--- src/rtl/div_seq_pkg.sv ---
// rtl/div_seq_pkg.sv - shared types and decode constants for the iterative divider
//
// Purpose: FSM state encoding for div_seq and the alucontrol codes that select
//          a divide in EX (DIV_CONTROL signed, DIVU_CONTROL unsigned).
// Ports:   none (package).
package div_seq_pkg;

  // alucontrol encodings that route an EX instruction to the divider
  localparam logic [4:0] DIV_CONTROL  = 5'b11010;
  localparam logic [4:0] DIVU_CONTROL = 5'b11011;

  typedef enum logic [1:0] {
    DIV_IDLE = 2'd0,
    DIV_RUN  = 2'd1,
    DIV_FIX  = 2'd2,
    DIV_DONE = 2'd3
  } div_state_e;

endpackage

--- src/rtl/div_step.sv ---
// rtl/div_step.sv - one combinational radix-2 restoring divide iteration
//
// Purpose: shifts the next dividend bit into the partial remainder, trial
//          subtracts the divisor and restores when the result goes negative.
// Ports:
//   rem_in   in  WIDTH  partial remainder (always < divisor)
//   quo_in   in  WIDTH  dividend bits not yet consumed / quotient bits so far
//   divisor  in  WIDTH  magnitude of the divisor
//   rem_out  out WIDTH  updated partial remainder
//   quo_out  out WIDTH  shifted quotient with the new bit in the LSB
module div_step #(
  parameter int WIDTH = 32
) (
  input  logic [WIDTH-1:0] rem_in,
  input  logic [WIDTH-1:0] quo_in,
  input  logic [WIDTH-1:0] divisor,
  output logic [WIDTH-1:0] rem_out,
  output logic [WIDTH-1:0] quo_out
);

  // The shifted remainder needs WIDTH+1 bits; bit WIDTH of the difference
  // is the borrow that decides whether to restore.
  logic [WIDTH:0] shifted;
  logic [WIDTH:0] diff;

  always_comb begin
    shifted = {rem_in, quo_in[WIDTH-1]};
    diff    = shifted - {1'b0, divisor};
    if (diff[WIDTH]) begin
      rem_out = shifted[WIDTH-1:0];
      quo_out = {quo_in[WIDTH-2:0], 1'b0};
    end else begin
      rem_out = diff[WIDTH-1:0];
      quo_out = {quo_in[WIDTH-2:0], 1'b1};
    end
  end

endmodule

--- src/rtl/div_seq.sv ---
// rtl/div_seq.sv - multi-cycle DIV/DIVU sequencer for the EX stage
//
// Purpose: latches operands, runs WIDTH restoring steps, applies the signed
//          fix-up and presents quotient (lo_o) / remainder (hi_o) with a
//          write strobe. Stalls the pipeline while the divide is in flight.
// Optional feature macro: DIV_EARLY_OUT_EN (skip the iterations when the
//          divisor is zero or |opa| < |opb|; 3-cycle latency).
// Ports:
//   clk       in  1      rising-edge clock
//   resetn    in  1      asynchronous active-low reset
//   start_i   in  1      EX holds DIV/DIVU, held while stalled
//   signed_i  in  1      1 = DIV, 0 = DIVU
//   opa_i     in  WIDTH  dividend (rs)
//   opb_i     in  WIDTH  divisor (rt)
//   annul_i   in  1      kill the EX instruction, highest priority
//   adv_i     in  1      EX advances this cycle
//   stall_o   out 1      pipeline stall request
//   ready_o   out 1      HI/LO write enable, hi_o/lo_o valid
//   lo_o      out WIDTH  quotient
//   hi_o      out WIDTH  remainder
module div_seq
  import div_seq_pkg::*;
#(
  parameter int WIDTH = 32,
  parameter int CNT_W = 6
) (
  input  logic             clk,
  input  logic             resetn,
  input  logic             start_i,
  input  logic             signed_i,
  input  logic [WIDTH-1:0] opa_i,
  input  logic [WIDTH-1:0] opb_i,
  input  logic             annul_i,
  input  logic             adv_i,
  output logic             stall_o,
  output logic             ready_o,
  output logic [WIDTH-1:0] lo_o,
  output logic [WIDTH-1:0] hi_o
);

  div_state_e       state_q, state_d;
  logic [CNT_W-1:0] cnt_q;
  logic [WIDTH-1:0] quo_q, rem_q, dvs_q, opa_q, lo_q, hi_q;
  logic             sign_q, sign_r, div0_q, hold_q;
  logic [WIDTH-1:0] abs_a, abs_b, step_rem, step_quo;
  logic             load, last, early_go;

  assign abs_a = (signed_i & opa_i[WIDTH-1]) ? -opa_i : opa_i;
  assign abs_b = (signed_i & opb_i[WIDTH-1]) ? -opb_i : opb_i;
  assign load  = (state_q == DIV_IDLE) & start_i & ~annul_i;
  assign last  = (cnt_q == CNT_W'(WIDTH - 1));

`ifdef DIV_EARLY_OUT_EN
  assign early_go = (opb_i == '0) || (abs_a < abs_b);
`else
  assign early_go = 1'b0;
`endif

  div_step #(.WIDTH(WIDTH)) u_step (
    .rem_in  (rem_q),
    .quo_in  (quo_q),
    .divisor (dvs_q),
    .rem_out (step_rem),
    .quo_out (step_quo)
  );

  always_ff @(posedge clk or negedge resetn) begin
    if (!resetn) state_q <= DIV_IDLE;
    else         state_q <= state_d;
  end

  always_comb begin
    state_d = state_q;
    stall_o = 1'b0;
    ready_o = 1'b0;
    case (state_q)
      DIV_IDLE: begin
        if (start_i) begin
          state_d = DIV_RUN;
          stall_o = 1'b1;
        end
      end
      DIV_RUN: begin
        stall_o = 1'b1;
        if (last) state_d = DIV_FIX;
      end
      DIV_FIX: begin
        stall_o = 1'b1;
        state_d = DIV_DONE;
      end
      DIV_DONE: begin
        // DONE always returns to IDLE so a back-to-back DIV re-latches
        ready_o = 1'b1;
        if (adv_i) state_d = DIV_IDLE;
      end
      default: state_d = DIV_IDLE;
    endcase
    if (annul_i) begin
      state_d = DIV_IDLE;
      stall_o = 1'b0;
      ready_o = 1'b0;
    end
    // start_i may still be high while reset is asserted; keep outputs quiet
    if (!resetn) begin
      stall_o = 1'b0;
      ready_o = 1'b0;
    end
  end

  always_ff @(posedge clk or negedge resetn) begin
    if (!resetn) begin
      cnt_q  <= '0;
      quo_q  <= '0;
      rem_q  <= '0;
      dvs_q  <= '0;
      opa_q  <= '0;
      lo_q   <= '0;
      hi_q   <= '0;
      sign_q <= 1'b0;
      sign_r <= 1'b0;
      div0_q <= 1'b0;
      hold_q <= 1'b0;
    end else if (load) begin
      opa_q  <= opa_i;
      dvs_q  <= abs_b;
      sign_q <= signed_i & (opa_i[WIDTH-1] ^ opb_i[WIDTH-1]);
      sign_r <= signed_i & opa_i[WIDTH-1];
      div0_q <= (opb_i == '0);
      // Early-out spends a single frozen RUN cycle, then goes to FIX with
      // quotient 0 and the dividend magnitude as remainder.
      hold_q <= early_go;
      cnt_q  <= early_go ? CNT_W'(WIDTH - 1) : '0;
      quo_q  <= early_go ? '0 : abs_a;
      rem_q  <= early_go ? abs_a : '0;
    end else if (state_q == DIV_RUN) begin
      cnt_q <= cnt_q + CNT_W'(1);
      if (!hold_q) begin
        quo_q <= step_quo;
        rem_q <= step_rem;
      end
    end else if (state_q == DIV_FIX && !annul_i) begin
      // Divide by zero skips the sign fix-up and reports the raw dividend
      lo_q <= div0_q ? '1    : (sign_q ? -quo_q : quo_q);
      hi_q <= div0_q ? opa_q : (sign_r ? -rem_q : rem_q);
    end
  end

  assign lo_o = lo_q;
  assign hi_o = hi_q;

endmodule

--- config.mk ---
export PLATFORM = sky130hd
export DESIGN_NAME = div_seq
export DESIGN_NICKNAME = d
export VERILOG_FILES = /design/src/rtl/div_seq_pkg.sv /design/src/rtl/div_step.sv /design/src/rtl/div_seq.sv
export SDC_FILE = /design/constraint.sdc
export NUM_CORES = 1
export LEC_CHECK = 0
export CAP_MARGIN = 5
export CORE_ASPECT_RATIO = 1.5
export CORE_UTILIZATION = 45
export DETAILED_ROUTE_END_ITERATION = 10
export GPL_ROUTABILITY_DRIVEN = 0
export PLACE_DENSITY = 0.68
export REMOVE_ABC_BUFFERS = 1
export SLEW_MARGIN = 10
export SYNTH_ARGS = -nofsm -noshare
export SYNTH_HDL_FRONTEND = slang
export SYNTH_SLANG_ARGS = --single-unit
--- constraint.sdc ---
create_clock -name clk -period 3.35 [get_ports clk]
set_clock_uncertainty 0.2 [all_clocks]
set_input_delay 0.8375 -clock clk [delete_from_list [all_inputs] [get_ports clk]]
set_output_delay 0.8375 -clock clk [all_outputs]
set_load 0.05 [all_outputs]
==> results of run 1 <==
-- kinds of logic after synthesis --
kind of cell               count (synthesis)  synth area share (%)
and+or+nand+nor                          508                 17.72
adders and majority gates                 42                 4.114
xor gates and xnor gates                 147                 9.995
muxes                                     57                 4.404
DFF                                      203                 39.21
AOI/OAI and AO/OA                        443                 20.25
buffers and inverters                    146                 4.307
-- power by group through the flow --
stage               clock network (mW)  logic (mW)  registers (mW)
CTS                               2.20        11.8            4.57
detailed placement                   0        11.7            4.60
global route                      2.31        13.7            4.73
finish                            2.16        12.6            4.58
global placement                     0        11.4            4.56
floorplan                            0        6.76            5.80
-- cell type report --
| type | count | share of cell area (%) |
|---|---|---|
| Multi-Input combinational cell | 1197 | 45.71 |
| Sequential cell | 203 | 31.05 |
| Antenna cell | 1 | 0.01529 |
| Inverter | 65 | 1.491 |
| Clock inverter | 3 | 0.1071 |
| Clock buffer | 30 | 3.541 |
| Timing Repair Buffer | 272 | 15.43 |
| Tap cell | 346 | 2.646 |
-- synth_stat cells, drive strengths merged (14+ instances only) --
cell type	number	area (um2)
nor2	119	446.7
nor2b	17	106.4
a31oi	17	106.4
xnor2	70	620.6
ha	41	513.0
buf	14	62.56
or3	16	107.6
mux2i	57	570.6
nand3	27	135.1
o31ai	26	222.7
xor2	77	674.4
o21ai	170	854.6
clkbuf	67	251.5
inv	65	244.0
dfrtp	203	5080
nand2	235	882.1
a211oi	17	127.6
nor3	20	100.1
o41ai	17	148.9
a21oi	140	700.7
-- path summary, 6_finish.rpt --
check,start,endpoint,depth (start not counted)
setup / recovery,quo_q[13],lo_o[26],7
hold / removal,resetn,dvs_q[28],2
setup reg to reg,quo_q[13],lo_o[26],7
hold reg to reg,lo_o[29],lo_o[29],2
max in group asynchronous,resetn,quo_q[10],3
min in group clk,lo_o[29],lo_o[29],2
-- metrics by stage --
step,cell area (um2),power (mW),utilization (%),TNS [ns],std cells
floorplan,12640,12.56,-,-150.67,1465
global placement,15510,15.98,55.08,-2.961,2072
detailed placement,15510,16.27,55.08,-4.797,2072
CTS,16130,18.54,57.28,0,2105
global route,16360,20.74,58.12,-0.03304,2117
finish,16360,19.31,58.12,0,2117
-- sequential cells by signal, indices dropped and copies added (netlist names) --
name and cells:
hi_o 32, cnt_q 6, sign_q 1, sign_r 1
rem_q 32, lo_o 32, quo_q 32, state_q 2
div0_q 1, dvs_q 32, opa_q 32
-- critical path, delay by kind of cell (launching register included) --
family                    cells  cell delay [ns]
DFF                           1             0.38
and+or+nand+nor               4             2.01
xor gates and xnor gates      1             0.17
AOI/OAI and AO/OA             2             0.34
-- metal layers --
metal	part of all wire (%)	global-route usage (%)	vias up
li1	-	-	5831
met4	4.8	12.07	0
met1	40	27.65	5575
met5	0	0	-
met3	3.1	1.985	88
met2	52	44.83	279
-- cell usage in the layout (no fill, tap or decap), types with 4 or more instances in the layout --
master                            instances
sky130_fd_sc_hd__a211oi_1                16
sky130_fd_sc_hd__a21o_1                   8
sky130_fd_sc_hd__a21oi_1                135
sky130_fd_sc_hd__a21oi_2                  4
sky130_fd_sc_hd__a31oi_1                 17
sky130_fd_sc_hd__and2_1                   9
sky130_fd_sc_hd__and3_1                   8
sky130_fd_sc_hd__buf_12                   8
sky130_fd_sc_hd__buf_4                  126
sky130_fd_sc_hd__clkbuf_1                 7
sky130_fd_sc_hd__clkbuf_16               23
sky130_fd_sc_hd__clkdlybuf4s50_1        132
sky130_fd_sc_hd__dfrtp_1                202
sky130_fd_sc_hd__ha_1                    39
sky130_fd_sc_hd__inv_1                   64
sky130_fd_sc_hd__mux2i_1                 56
sky130_fd_sc_hd__nand2_1                235
sky130_fd_sc_hd__nand2b_1                 7
sky130_fd_sc_hd__nand3_1                 25
sky130_fd_sc_hd__nand4_1                 12
sky130_fd_sc_hd__nor2_1                 119
sky130_fd_sc_hd__nor2b_1                 17
sky130_fd_sc_hd__nor3_1                  19
sky130_fd_sc_hd__nor4_1                  10
sky130_fd_sc_hd__o211ai_1                10
sky130_fd_sc_hd__o21ai_0                167
sky130_fd_sc_hd__o31ai_1                 20
sky130_fd_sc_hd__o31ai_2                  4
sky130_fd_sc_hd__o41ai_1                 15
sky130_fd_sc_hd__or3_1                   13
sky130_fd_sc_hd__or4_1                    6
sky130_fd_sc_hd__xnor2_1                 69
sky130_fd_sc_hd__xor2_1                  77
-- timing repair --
action                     CTS  global route
hold endpoints to repair     0             0
cloned                       0             2
buffers inserted             0             9
setup endpoints to repair   31            34
resized for setup            4            24
pin swaps                    0             4
==> reports/qor.csv, run 1 <==
metric,value,unit
result of the run,finished clean,
fraction of layout instances using a drive strength above 1,11.92,%
final count of pins violating max slew,0,
fraction of power consumed by combinational cells,65.1,%
initial antenna violation count,1,
total DRC errors in the routed layout,0,
fill cell total of the finished layout,2607,
number of CTS-inserted buffers,21,
Worst EP arrival,3.40,ns
type of the worst setup path,flip-flop to flip-flop,
total area of multi-input combinational cells,0.007480,mm2
chain of cells forming the critical path,or4_4 -> or3_4 -> or4_4 -> or3_2 -> o31ai_1 -> xor2_1 -> a31oi_1,
Worst Setup Start Kind,flip-flop,
number of clock sinks,203,
TritonCTS clock tree,done,
net switching fraction of the power,46.88,%
Floorplan Core Area,0.02815,mm2
Sequential Area,0.005081,mm2
Crit-path slowest cell,sky130_fd_sc_hd__or4_4,
Max-slew headroom,40.67,%
proportion of register bits with asynchronous set or reset after synthesis,100.0,%
DIE HEIGHT,209.8,um
Total Nets Final,1872,
total of flip-flops plus latches after synthesis,203,
hold buffer count at cts,0,
total net switching power,9.055,mW
power per unit of standard cell area,1180,mW/mm2
sequential group share of total power,23.7,%
buffer type at the clock tree root,sky130_fd_sc_hd__clkbuf_16,
number of DRC markers in iteration 0,486,
PortBufs,135,
GRT Resource Usage Total,24.16,%
H-tree levels,1,
Final Critical Period,3.247,ns
post-placement setup slack,-0.4689,ns
transition time at the pin with the least slew margin,0.8899,ns
power share of the clock group,11.2,%
Static Leak,7.165,nW
fraction of the cycle the final worst path needs,96.92,%
largest stage delay on the critical path,0.55,ns
number of distinct library cells after synthesis,69,
Antenna Violating Nets Remaining,0,
clk buf depth,3,
cell seen most often among critical-path stages,sky130_fd_sc_hd__or4_4,
drt via density,5.561,
maxcap violations,0,
internal power component,10.26,mW
Critical Path End Type,flip-flop,
per-cell routed wire length,16.69,um
first-pass GRT wire length,57630,um
number of enable flip-flop cells after synthesis,0,
number of global-route vias before repair,11680,
required time reported for the critical path endpoint,3.50,ns
effective utilization at floorplan,46.02,%
average instance area after synthesis,8.380,um2
iteration count of the initial detailed-routing pass,6,
number of hold violations in the final report,0,
total half-perimeter wirelength after legalization and detailed placement,25870,um
I/O Pins,136,
Die Footprint,0.02949,mm2
clock latency on the worst-skew pair,0.51,ns
area delta synth->final,26.29,%
maximum clock frequency,308.0,MHz
summed instance area of the synthesized netlist,0.01296,mm2
setup slack of the most critical reg-to-reg path,0.10,ns
Final setup violation count,0,
total wire length after detailed routing,35330,um
setup slack of the critical path after layout,0.1031,ns
Ys Warns,0,
Syn Inst Count,1546,
portion of the post-synthesis area used by sequential elements,39.21,%
"critical path fanouts, max",5,
cell row count,75,
total congestion overflow,0,
total via count after detailed routing,11770,
Tightest Hold Check Type,input port to asynchronous set/reset pin,
Chip Width,140.5,um
clock transition at the registers of the reported paths,0.06,ns
pin count of the biggest net entering global routing,161,
most instantiated flip-flop cell in the synthesis netlist,sky130_fd_sc_hd__dfrtp_1,
final hold slack,0.2422,ns
maximum VDD drop,0.0005396,V
(Power assumes the default switching activity.)
==> run 2: changes to the inputs <==
--- a/config.mk
+++ b/config.mk
@@ -6,7 +6,8 @@
 export NUM_CORES = 1
 export LEC_CHECK = 0
 export CAP_MARGIN = 5
-export CORE_ASPECT_RATIO = 1.5
+export CORE_ASPECT_RATIO = 1.4
+export CORE_MARGIN = 2
 export CORE_UTILIZATION = 45
 export DETAILED_ROUTE_END_ITERATION = 10
 export GPL_ROUTABILITY_DRIVEN = 0
==> run 2 against run 1 <==
  * Maximum frequency up 0.47%
  * First-iteration DRC count increased by 27%
  * Clock-buffer cell count fell by 2
  * Largest power group unchanged
  * Critical endpoint is now rem_q[21]
  * Sequential share of layout area about the same
  * Highest routed layer unchanged
  * Global-route usage is 1.2 points lower
  * Cell count grew 1.0%
  * Critical path type unchanged
  * Wire length is 2.3% lower
==> reports/qor.csv, run 2 (synthesis results as in run 1) <==
metric,value,unit,change
total DRC errors in the routed layout,0,,unchanged
setup slack of the critical path after layout,0.1183,ns,+0.01511 ns
pin count of the biggest net entering global routing,174,,+8.1%
number of DRC markers in iteration 0,615,,+27%
maximum clock frequency,309.4,MHz,+0.47%
cell count of the worst reg-to-reg path,12,,+5
largest stage delay on the critical path,0.40,ns,-0.15 ns
DIE HEIGHT,204.8,um,-2.4%
chain of cells forming the critical path,inv_1 -> ha_1 -> fa_1 -> nand2b_1 -> a21oi_4 -> o221ai_1 -> nand3_2 -> a41oi_4 -> xnor2_4 -> clkbuf_16 -> mux2i_1 -> a211oi_1,,
number of clock sinks,203,,unchanged
clock latency on the worst-skew pair,0.51,ns,about the same
total wire length after detailed routing,34530,um,-2.3%
iteration count of the initial detailed-routing pass,5,,-1
Total Nets Final,1865,,-0.37%
launch instance of the worst register-to-register path,quo_q[31],,
PortBufs,135,,unchanged
fraction of the cycle the final worst path needs,96.47,%,-0.45 points
Tightest Hold Check Type,input port to asynchronous set/reset pin,,
final count of pins violating max slew,0,,unchanged
maxcap violations,0,,unchanged
TritonCTS clock tree,done,,
placed cell areas,0.01556,mm2,+0.38%
H-tree levels,1,,unchanged
Inserted Diodes,0,,-1
total via count after detailed routing,11560,,-1.8%
net switching fraction of the power,46.82,%,-0.059 points
setup slack of the most critical reg-to-reg path,0.12,ns,+0.02 ns
transition time at the pin with the least slew margin,0.9769,ns,+0.08706 ns
total half-perimeter wirelength after legalization and detailed placement,25450,um,-1.6%
"critical path fanouts, max",15,,+10
fraction of layout instances using a drive strength above 1,11.68,%,-0.24 points
internal power component,10.13,mW,-1.3%
sequential group share of total power,24.0,%,+0.3 points
drt via density,5.403,,-2.8%
Floorplan Core Area,0.02841,mm2,+0.90%
initial antenna violation count,0,,-1
clock transition at the registers of the reported paths,0.06,ns,about the same
Max-slew headroom,34.87,%,-5.8 points
result of the run,finished clean,,
buffer type at the clock tree root,sky130_fd_sc_hd__clkbuf_16,,
Critical Path End Type,flip-flop,,
clk buf depth,3,,unchanged
Crit-path slowest cell,sky130_fd_sc_hd__fa_1,,
per-cell routed wire length,16.14,um,-3.3%
Crit Reg-Reg Endpoint,rem_q[21],,
Final setup violation count,0,,unchanged
first-pass GRT wire length,56830,um,-1.4%
hold buffer count at cts,0,,unchanged
number of cells in the design after placement,2104,,+1.5%
number of CTS-inserted buffers,21,,unchanged
post-placement setup slack,-0.4730,ns,-0.004118 ns
I/O Pins,136,,unchanged
effective utilization at floorplan,45.61,%,-0.41 points
Worst EP arrival,3.40,ns,about the same
number of global-route vias before repair,11380,,-2.6%
Worst Setup Start Kind,flip-flop,,
number of hold violations in the final report,0,,unchanged
required time reported for the critical path endpoint,3.52,ns,+0.02 ns
maximum VDD drop,0.0005604,V,+3.9%
GRT Resource Usage Total,22.93,%,-1.2 points
Antenna Violating Nets Remaining,0,,unchanged
total net switching power,8.918,mW,-1.5%
power share of the clock group,12.0,%,+0.8 points
power per unit of standard cell area,1163,mW/mm2,-1.4%
Static Leak,7.165,nW,about the same
Final Critical Period,3.232,ns,-0.01511 ns
cell row count,73,,-2.7%
fraction of power consumed by combinational cells,64.0,%,-1.1 points
"commonest non-fill, non-tap cell in the layout",sky130_fd_sc_hd__nand2_1,,
total congestion overflow,0,,unchanged
finished layout cell area,0.01637,mm2,about the same
Chip Width,147.4,um,+4.9%
type of the worst setup path,flip-flop to flip-flop,,
area delta synth->final,26.35,%,about the same
Die Footprint,0.03018,mm2,+2.4%
most frequent cells in the layout,"sky130_fd_sc_hd__nand2_1, sky130_fd_sc_hd__dfrtp_1, sky130_fd_sc_hd__o21ai_0",,
Layout Cells excl Fill,2139,,+1.0%
run 2: power by group through the flow:
stage	clock [mW]	sequential (mW)	combinational (mW)
final	2.29	4.57	12.2
after global placement	0	4.55	11.6
after floorplan	0	5.80	6.76
after global routing	2.43	4.73	13.4
after detailed placement	0	4.59	11.8
after CTS	2.34	4.56	11.9
run 2: worst max-delay path by stage:
stage	startpoint	endpoint	slack (ns)
after global placement	opb_i[4]	dvs_q[29]	-0.47
after floorplan	annul_i	lo_o[10]	-1.92
after CTS	quo_q[31]	rem_q[19]	0.004
after detailed placement	opb_i[4]	dvs_q[25]	-0.47
after global routing	rem_q[0]	hi_o[27]	-0.02
final	quo_q[31]	rem_q[21]	0.12
run 2: area by class of cell:
type / instances / area (um2)
multi-input cells: 1197 / 7488
flip-flops and latches: 203 / 5081
repair buffers: 265 / 2431
inverters: 65 / 244.0
fillers: 2570 / 12040
well taps: 375 / 469.2
clock inverters: 6 / 55.05
clock buffers: 28 / 601.8
run 2: routing by layer:
metal,global-route usage (%),share of wire (%),up-vias,wire (um)
met5,0,0,-,0
met4,8.826,3.4,0,1179
met3,2.049,4.0,66,1392
met2,42.47,52,255,17950
met1,27.42,41,5397,14010
li1,-,-,5839,-
run 2: per-stage QoR:
step                power [mW]  hold slack, ns  setup TNS [ns]  utilization, %
floorplan                12.56          0.2403         -150.67               -
global placement         16.12          0.2551          -2.277           54.79
detailed placement       16.38          0.2596          -4.021           54.79
CTS                      18.80         0.03844               0           57.16
global route             20.55         0.05541        -0.02744           57.63
finish                   19.05         0.03734               0           57.63
run 2: worst max-delay path: cells and delay by family (launching register included):
kind                     cells  cell delay [ns]
XOR/XNOR                     1             0.32
AND/OR/NAND/NOR              2             0.38
flip-flops                   1             0.35
adder cells (fa/ha/maj)      2             0.64
multiplexers                 1             0.20
AO/OA/AOI/OAI                4             0.63
buffers and inverters        2             0.35
run 2: repair_timing:
| action | in CTS | in global routing |
|---|---|---|
| gates cloned | 0 | 1 |
| resized for setup | 4 | 17 |
| endpoints found under the setup margin | 27 | 40 |
| hold endpoints to repair | 0 | 0 |
| pin swaps | 0 | 3 |
| setup buffers | 0 | 0 |
